$ cat config.mk
export PLATFORM = sky130hd
export DESIGN_NAME = gpio_irq_ctrl
export DESIGN_NICKNAME = d
export VERILOG_FILES = /design/src/rtl/gpio_irq_ctrl_pkg.sv /design/src/rtl/gpio_in_cond.sv /design/src/rtl/gpio_irq_ctrl.sv
export SDC_FILE = /design/constraint.sdc
export NUM_CORES = 1
export LEC_CHECK = 0
export ABC_AREA = 1
export CAP_MARGIN = 0
export CORE_MARGIN = 4
export CORE_UTILIZATION = 56
export DETAILED_ROUTE_END_ITERATION = 12
export PLACE_DENSITY_LB_ADDON = 0.1
export SYNTH_ARGS = -nofsm -noshare
export SYNTH_HDL_FRONTEND = slang
export SYNTH_HIERARCHICAL = 1
export SYNTH_SLANG_ARGS = --single-unit
$ cat constraint.sdc
create_clock -name pclk -period 1.66 [get_ports pclk]
set_input_delay 0.332 -clock pclk [delete_from_list [all_inputs] [get_ports pclk]]
set_output_delay 0.332 -clock pclk [all_outputs]
set_load 0.01 [all_outputs]
$ cat src/rtl/gpio_irq_ctrl_pkg.sv
// -----------------------------------------------------------------------------
// gpio_irq_ctrl_pkg
// Shared definitions for the GPIO input-capture / interrupt controller:
//   - APB register addresses (3-bit byte-register map)
//   - IRQ_TYPE bit encodings
//   - reset-blanking length helper
// Optional feature macro used by this slice: GPIO_IRQ_DEBOUNCE_EN
// -----------------------------------------------------------------------------
package gpio_irq_ctrl_pkg;

    localparam logic [2:0] GPIO_IRQ_ADDR_IN   = 3'd0;
    localparam logic [2:0] GPIO_IRQ_ADDR_EN   = 3'd1;
    localparam logic [2:0] GPIO_IRQ_ADDR_TYPE = 3'd2;
    localparam logic [2:0] GPIO_IRQ_ADDR_POL  = 3'd3;
    localparam logic [2:0] GPIO_IRQ_ADDR_BOTH = 3'd4;
    localparam logic [2:0] GPIO_IRQ_ADDR_STAT = 3'd5;
    localparam logic [2:0] GPIO_IRQ_ADDR_MSK  = 3'd6;

    // Per-pin IRQ_TYPE bit encoding.
    typedef enum logic {
        IRQ_TYPE_EDGE  = 1'b0,
        IRQ_TYPE_LEVEL = 1'b1
    } irq_type_e;

    // Edge events are suppressed for one cycle beyond the time the input path
    // needs to settle after reset, so pins held active through reset cannot
    // produce a spurious edge while the pipeline fills.
    function automatic int unsigned gpio_irq_blank_len(input int unsigned settle_cycles);
        return settle_cycles + 1;
    endfunction

endpackage

$ cat src/rtl/gpio_in_cond.sv
// -----------------------------------------------------------------------------
// gpio_in_cond
// Single-pin input conditioning: SYNC_STAGES-deep synchronizer, optionally
// followed by a debouncer (GPIO_IRQ_DEBOUNCE_EN). The debouncer only lets the
// output follow the synchronizer once it has differed for DEB_CYCLES
// consecutive cycles; any reversion restarts the count.
//
// Ports:
//   clk_i   in  clock
//   rst_i   in  synchronous active-high reset
//   pad_i   in  raw pad value, asynchronous to clk_i
//   cond_o  out conditioned pin value
// Macro: GPIO_IRQ_DEBOUNCE_EN
// -----------------------------------------------------------------------------
module gpio_in_cond #(
    parameter int unsigned SYNC_STAGES = 2,
    parameter int unsigned DEB_CYCLES  = 4
) (
    input  logic clk_i,
    input  logic rst_i,
    input  logic pad_i,
    output logic cond_o
);

    if (SYNC_STAGES < 2) begin : g_bad_sync
        $error("gpio_in_cond: SYNC_STAGES must be at least 2");
    end
    if (DEB_CYCLES < 1) begin : g_bad_deb
        $error("gpio_in_cond: DEB_CYCLES must be at least 1");
    end

    logic [SYNC_STAGES-1:0] sync_q;
    logic                   sync_out;

    always_ff @(posedge clk_i) begin
        if (rst_i) begin
            sync_q <= '0;
        end else begin
            sync_q <= {sync_q[SYNC_STAGES-2:0], pad_i};
        end
    end

    assign sync_out = sync_q[SYNC_STAGES-1];

`ifdef GPIO_IRQ_DEBOUNCE_EN
    localparam int unsigned CNT_W = (DEB_CYCLES > 1) ? $clog2(DEB_CYCLES) : 1;

    logic [CNT_W-1:0] cnt_q, cnt_d;
    logic             cond_q, cond_d;

    always_comb begin
        cnt_d  = '0;
        cond_d = cond_q;
        if (sync_out != cond_q) begin
            // This cycle completes DEB_CYCLES consecutive differing samples.
            if (cnt_q == CNT_W'(DEB_CYCLES - 1)) begin
                cond_d = sync_out;
            end else begin
                cnt_d = cnt_q + 1'b1;
            end
        end
    end

    always_ff @(posedge clk_i) begin
        if (rst_i) begin
            cnt_q  <= '0;
            cond_q <= 1'b0;
        end else begin
            cnt_q  <= cnt_d;
            cond_q <= cond_d;
        end
    end

    assign cond_o = cond_q;
`else
    assign cond_o = sync_out;
`endif

endmodule

$ cat src/rtl/gpio_irq_ctrl.sv
// -----------------------------------------------------------------------------
// gpio_irq_ctrl
// Input-capture and interrupt controller for the 8 expander pads, exposed as
// an APB slave. Each pin is conditioned (synchronizer, optional debouncer),
// edge-detected against its previous conditioned value, and reported in a
// status register that feeds a single registered interrupt line.
//
// Register map (paddr[2:0]):
//   0 IN (RO)   1 IRQ_EN   2 IRQ_TYPE (1=level)   3 IRQ_POL (1=rise/high)
//   4 IRQ_BOTH  5 IRQ_STAT (edge bits W1C)  6 IRQ_MSK (RO, STAT&EN)  7 zero
//
// Ports:
//   pclk     in  APB clock
//   preset   in  synchronous active-high reset
//   paddr    in  register address
//   pselx    in  slave select
//   penable  in  access phase
//   pwrite   in  1 = write
//   pwdata   in  write data
//   pready   out always 1 (zero wait states)
//   prdata   out read data, valid during the access phase, else 0
//   y        in  raw pad inputs (asynchronous)
//   irq      out registered OR of STAT & EN
// Macro: GPIO_IRQ_DEBOUNCE_EN (adds per-pin debouncer of DEB_CYCLES)
// -----------------------------------------------------------------------------
module gpio_irq_ctrl
    import gpio_irq_ctrl_pkg::*;
#(
    parameter int unsigned PADDR_WIDTH = 3,
    parameter int unsigned DATA_WIDTH  = 8,
    parameter int unsigned SYNC_STAGES = 2,
    parameter int unsigned DEB_CYCLES  = 4
) (
    input  logic                   pclk,
    input  logic                   preset,
    input  logic [PADDR_WIDTH-1:0] paddr,
    input  logic                   pselx,
    input  logic                   penable,
    input  logic                   pwrite,
    input  logic [DATA_WIDTH-1:0]  pwdata,
    output logic                   pready,
    output logic [DATA_WIDTH-1:0]  prdata,
    input  logic [7:0]             y,
    output logic                   irq
);

    if (DATA_WIDTH != 8) begin : g_bad_dw
        $error("gpio_irq_ctrl: DATA_WIDTH must be 8 (one bit per pin)");
    end
    if (PADDR_WIDTH < 3) begin : g_bad_aw
        $error("gpio_irq_ctrl: PADDR_WIDTH must be at least 3");
    end

`ifdef GPIO_IRQ_DEBOUNCE_EN
    localparam int unsigned SETTLE = SYNC_STAGES + DEB_CYCLES;
`else
    localparam int unsigned SETTLE = SYNC_STAGES;
`endif
    localparam int unsigned BLANK_LEN = gpio_irq_blank_len(SETTLE);
    localparam int unsigned BLANK_W   = $clog2(BLANK_LEN + 1);

    logic [7:0] cond;

    for (genvar i = 0; i < 8; i++) begin : g_pin
        gpio_in_cond #(
            .SYNC_STAGES (SYNC_STAGES),
            .DEB_CYCLES  (DEB_CYCLES)
        ) u_cond (
            .clk_i  (pclk),
            .rst_i  (preset),
            .pad_i  (y[i]),
            .cond_o (cond[i])
        );
    end

    logic [7:0]         en_q,   en_d;
    logic [7:0]         type_q, type_d;
    logic [7:0]         pol_q,  pol_d;
    logic [7:0]         both_q, both_d;
    logic [7:0]         stat_q, stat_d;
    logic [7:0]         prev_q;
    logic               irq_q,  irq_d;
    logic [BLANK_W-1:0] blank_q, blank_d;

    logic [2:0] addr;
    logic       access;
    logic       wr;
    logic       blanking;
    logic [7:0] w1c;
    logic [7:0] rise;
    logic [7:0] fall;
    logic [7:0] evt;
    logic [7:0] level_hit;
    logic [7:0] rdata;

    assign addr     = paddr[2:0];
    assign access   = pselx & penable;
    assign wr       = access & pwrite;
    assign blanking = (blank_q < BLANK_W'(BLANK_LEN));

    always_comb begin
        en_d    = en_q;
        type_d  = type_q;
        pol_d   = pol_q;
        both_d  = both_q;
        stat_d  = stat_q;
        w1c     = '0;
        blank_d = blanking ? blank_q + 1'b1 : blank_q;

        if (wr) begin
            case (addr)
                GPIO_IRQ_ADDR_EN:   en_d   = pwdata;
                GPIO_IRQ_ADDR_TYPE: type_d = pwdata;
                GPIO_IRQ_ADDR_POL:  pol_d  = pwdata;
                GPIO_IRQ_ADDR_BOTH: both_d = pwdata;
                GPIO_IRQ_ADDR_STAT: w1c    = pwdata;
                default: ;
            endcase
        end

        // Events come only from the conditioned input moving, so rewriting
        // TYPE/POL/BOTH can never manufacture one.
        rise      = cond & ~prev_q;
        fall      = ~cond & prev_q;
        evt       = blanking ? '0
                  : (both_q & (rise | fall)) | (~both_q & ((pol_q & rise) | (~pol_q & fall)));
        level_hit = ~(cond ^ pol_q);

        for (int i = 0; i < 8; i++) begin
            if (type_q[i] == IRQ_TYPE_LEVEL) begin
                stat_d[i] = level_hit[i];
            end else begin
                // A new event wins over a simultaneous clear.
                stat_d[i] = evt[i] | (stat_q[i] & ~w1c[i]);
            end
        end

        irq_d = |(stat_q & en_q);
    end

    always_ff @(posedge pclk) begin
        if (preset) begin
            en_q    <= '0;
            type_q  <= '0;
            pol_q   <= '0;
            both_q  <= '0;
            stat_q  <= '0;
            prev_q  <= '0;
            irq_q   <= 1'b0;
            blank_q <= '0;
        end else begin
            en_q    <= en_d;
            type_q  <= type_d;
            pol_q   <= pol_d;
            both_q  <= both_d;
            stat_q  <= stat_d;
            prev_q  <= cond;
            irq_q   <= irq_d;
            blank_q <= blank_d;
        end
    end

    always_comb begin
        rdata = '0;
        if (access && !preset) begin
            case (addr)
                GPIO_IRQ_ADDR_IN:   rdata = cond;
                GPIO_IRQ_ADDR_EN:   rdata = en_q;
                GPIO_IRQ_ADDR_TYPE: rdata = type_q;
                GPIO_IRQ_ADDR_POL:  rdata = pol_q;
                GPIO_IRQ_ADDR_BOTH: rdata = both_q;
                GPIO_IRQ_ADDR_STAT: rdata = stat_q;
                GPIO_IRQ_ADDR_MSK:  rdata = stat_q & en_q;
                default:            rdata = '0;
            endcase
        end
    end

    assign prdata = rdata;
    assign pready = 1'b1;
    assign irq    = irq_q;

endmodule
==> metrics.md <==
| Metric | Value |
|---|---|
| Status | `finished with violations` |
| Failing checks | `setup timing` |
| Synthesized Nets | `approximately 490` |
| I/O Pins | `34` |
| WL met3 | `between 500 and 600 microns` |
| Peak VDD IR | `slightly below 0.8 mV` |
| Final Hold Viols | `0` |
| Crit path max-delay cell type | `o22ai_1` |
| Yosys reg bits | `67` |
| Total Die Area | `around 7200 sq um` |
| WL final | `between 9000 and 10,000 microns` |
| Diode count | `0` |
| Starting Density | `between 50 and 60%` |
| Reg2Reg Setup Slack | `0.21 ns` |
| Setup_tns | `-0.1774 ns` |
| Slew Viols, Final | `0` |
| CP peak stage delay | `roughly 0.25 ns` |
| Startpoint types | `input port` |
| Cells along the critical path | `buf_2, inv_4, nand3_2, o22ai_1, nor2_1, a21oi_1, buf_2` |
| Fin area | `4454 sq um` |
| Hold endpoint | `g_pin[5].u_cond/sync_q[1]$_SDFF_PP0_` |
| Most frequent cells in the layout | `74 x inv_1, 59 x dfxtp_1, 56 x nor2_1` |
| Final Skew | `0.008531 ns` |
| Leading cell type in the layout, fill and taps excluded | `inv_1` |
| CTS tree | `built` |
| CP arrival | `~1.4 ns` |
| Core area | `roughly 5600 sq um` |
| Multiplexer area fraction after synthesis | `0%` |
| Final setup violation count | `5` |
| # nets final | `approximately 570` |
| WL met2 | `~4500 microns` |
| Iter 0 DRT Violations | `250` |
| Max-capacitance violation count | `0` |
| Slack of the critical path | `-0.05811 ns` |
| Reg2reg start | `blank_q[0]$_SDFFE_PP0N_` |
| CP endpoint kind | `primary output` |
| Compound-Gate Fraction of Synth Area | `about a fifth` |
| Fmax | `slightly below 600 MHz` |
| All-Layer GR Usage | `between 20% and 30%` |
| IO Port Bufs | `32` |
| Row Count | `27` |
| Crit path time final | `1.718 ns` |
| Vias per Instance | `5.454` |
| CP required | `roughly 1.3 ns` |
| Synth Area in Simple Gates | `between 10% and 20%` |
| Area leader, netlist | `dfxtp_1` |
| Ys Warns | `6` |
| Initial antenna violation count | `0` |
| Pwr Total | `0.003678 W` |
| Sink Count | `67` |
| Largest family of logic cells by synthesized area | `compound AO/OA/AOI/OAI gates` |
| Die height | `84.79 microns` |
| Top cells by area, synth | `dfxtp_1 41%, a21oi_1 9.4%, inv_1 8.5%` |
| Worst reg-to-reg path cell count | `6` |
| Hold Slack | `around 0.41 ns` |
| Clock-pin slew on the worst setup and hold paths | `0.08 ns` |
| DRC viols | `0` |
| WHS Path Cells | `2` |
| Mapped Cells | `444` |
| First-pass GRT wire length | `about 14,000 microns` |
| Average routed wire per standard cell | `roughly 15 microns` |
| Netlist cell types | `28` |
| Root Buffer | `clkbuf_8` |
| Total CTS buffers | `9` |
| HP Class | `reg2reg` |
| XOR/XNOR Fraction of Synth Area | `2.387%` |
| H-tree Lvls | `3` |
| Worst slack at placement | `-0.9285 ns` |
| Hold_buf cts | `0` |
| Synth top area share | `about two fifths` |
| Mapped cell area | `between 3000 and 4000 sq um` |
| Met1 WL | `about 3700 microns` |
| RSZ-0062 raised after global routing | `yes` |
| Router iterations before antenna repair | `6` |
| Sequential-to-total area share from yosys stat | `between 40% and 50%` |
| Worst r2r dst | `stat_q[5]$_SDFF_PP0_` |
| Share of layout cells above drive strength 1 | `between 20% and 30%` |
| Fin crit share | `103.5%` |
| Area after DPL | `around 4000 sq um` |
| Crit-path max FO | `5` |
| Power Dens Cells | `825.7 nW/um^2` |
| Total number of vias | `~3,300` |
| Crit Path Category | `in2out` |
| Layout area overhead | `34.90%` |
| Die X | `84.79 microns` |
| Pin count of the biggest net entering global routing | `41` |
| Grt ovf | `0` |
| Max Buffers Root-to-Sink | `2` |
| Crit path top cell by count | `buf_2` |
| Max Used Layer | `met4` |
| Post-DP HPWL | `around 5700 microns` |
| Post-Synth Adder-Cell Area | `6.442%` |
| GP Congestion | `around 0.88` |
| Clock Latency Late Sink | `about 0.35 ns` |
| Hold path start | `g_pin[5].u_cond/sync_q[0]$_SDFF_PP0_` |
| Pleak | `roughly 1.8 nW` |
| Syn Area/Cell | `between 7 and 8 sq um` |
| Post-DRT Antenna Nets | `0` |
| Vias in the first global route | `around 3,200` |
[worst max-delay path: cells and delay by family]
family | cells | cell delay, ns
buf+inv | 3 | 0.42
simple gates | 2 | 0.25
compound gates | 2 | 0.39
[sequential cells by signal (all words and copies together) (netlist names), 2 cells and up]
signal and count:
blank_q 2, both_q 8, en_q 8, g_pin.u_cond/sync_q 16
pol_q 8, prev_q 8, stat_q 8, type_q 8
[stage by stage]
stage / cells / util [%]
after floorplan: 444 / -
after global placement: 586 / 71.51
after detailed placement: 586 / 71.51
after CTS: 606 / 78.11
after global routing: 608 / 79.43
final: 608 / 79.43
[logic make-up (layout without fill, tap and decap cells)]
| family | Yosys count | after routing |
|---|---|---|
| flip-flops | 67 | 67 |
| buffers and inverters | 90 | 181 |
| AO/OA/AOI/OAI | 127 | 127 |
| AND/OR/NAND/NOR | 133 | 134 |
| adder cells (fa/ha/maj) | 17 | 17 |
| other | 1 | 1 |
| XOR/XNOR | 9 | 9 |
[repair_timing]
action / 4_1_cts / 5_1_grt
buffers inserted: 4 / 2
resized for setup: 89 / 19
gates cloned: 1 / 0
pin swaps: 9 / 8
endpoints found under the setup margin: 8 / 8
[Yosys cell counts]
library cell   n
o21bai_1       1
nor2_4         4
o21ai_1       14
clkinv_1       1
buf_4          1
nor2_1        61
nand3_2        1
nand3_4        3
inv_2          2
nand4_1        3
nand3_1        9
o21ai_0       41
inv_4          1
o22ai_1        9
ha_1          17
inv_1         75
nand2_2        2
xor2_1         1
nor2_8         1
xnor2_1        8
nand2_4        1
buf_6          5
nor3_1         8
nand2_1       40
clkbuf_1       5
conb_1         1
dfxtp_1       67
a21oi_1       62
[where the power goes]
part           internal (W)  switching (W)  total (W)
clock network      0.000886       0.000665    0.00155
logic              0.000194       0.000243   0.000438
registers           0.00166      0.0000289    0.00169
[worst max-delay path by stage]
stage              from   endpoint  slack [ns]  cells after the start
2_1_floorplan  paddr[0]  prdata[6]        0.19                      6
3_3_place_gp   paddr[1]  prdata[7]       -0.92                      9
3_5_place_dp   paddr[0]  prdata[7]       -0.93                      8
4_1_cts        paddr[0]  prdata[0]        0.01                      8
5_1_grt        paddr[2]  prdata[0]       -0.08                      9
6_report       paddr[2]  prdata[4]       -0.06                      7
[layer usage]
metal / track usage (%) / up-vias
li1: - / 1617
met1: 30.07 / 1510
met2: 43.42 / 159
met3: 4.416 / 30
met4: 12.81 / 0
met5: 0 / -
[cell type report]
class | instances | area, sq um
Clock buffer | 10 | 137.6
Clock inverter | 6 | 88.84
Fill cell | 382 | 1154
Inverter | 79 | 309.0
Multi-Input combinational cell | 288 | 1750
Sequential cell | 67 | 1351
Tap cell | 72 | 90.09
Timing Repair Buffer | 86 | 726.9
Power figures use the tool's default switching activity.
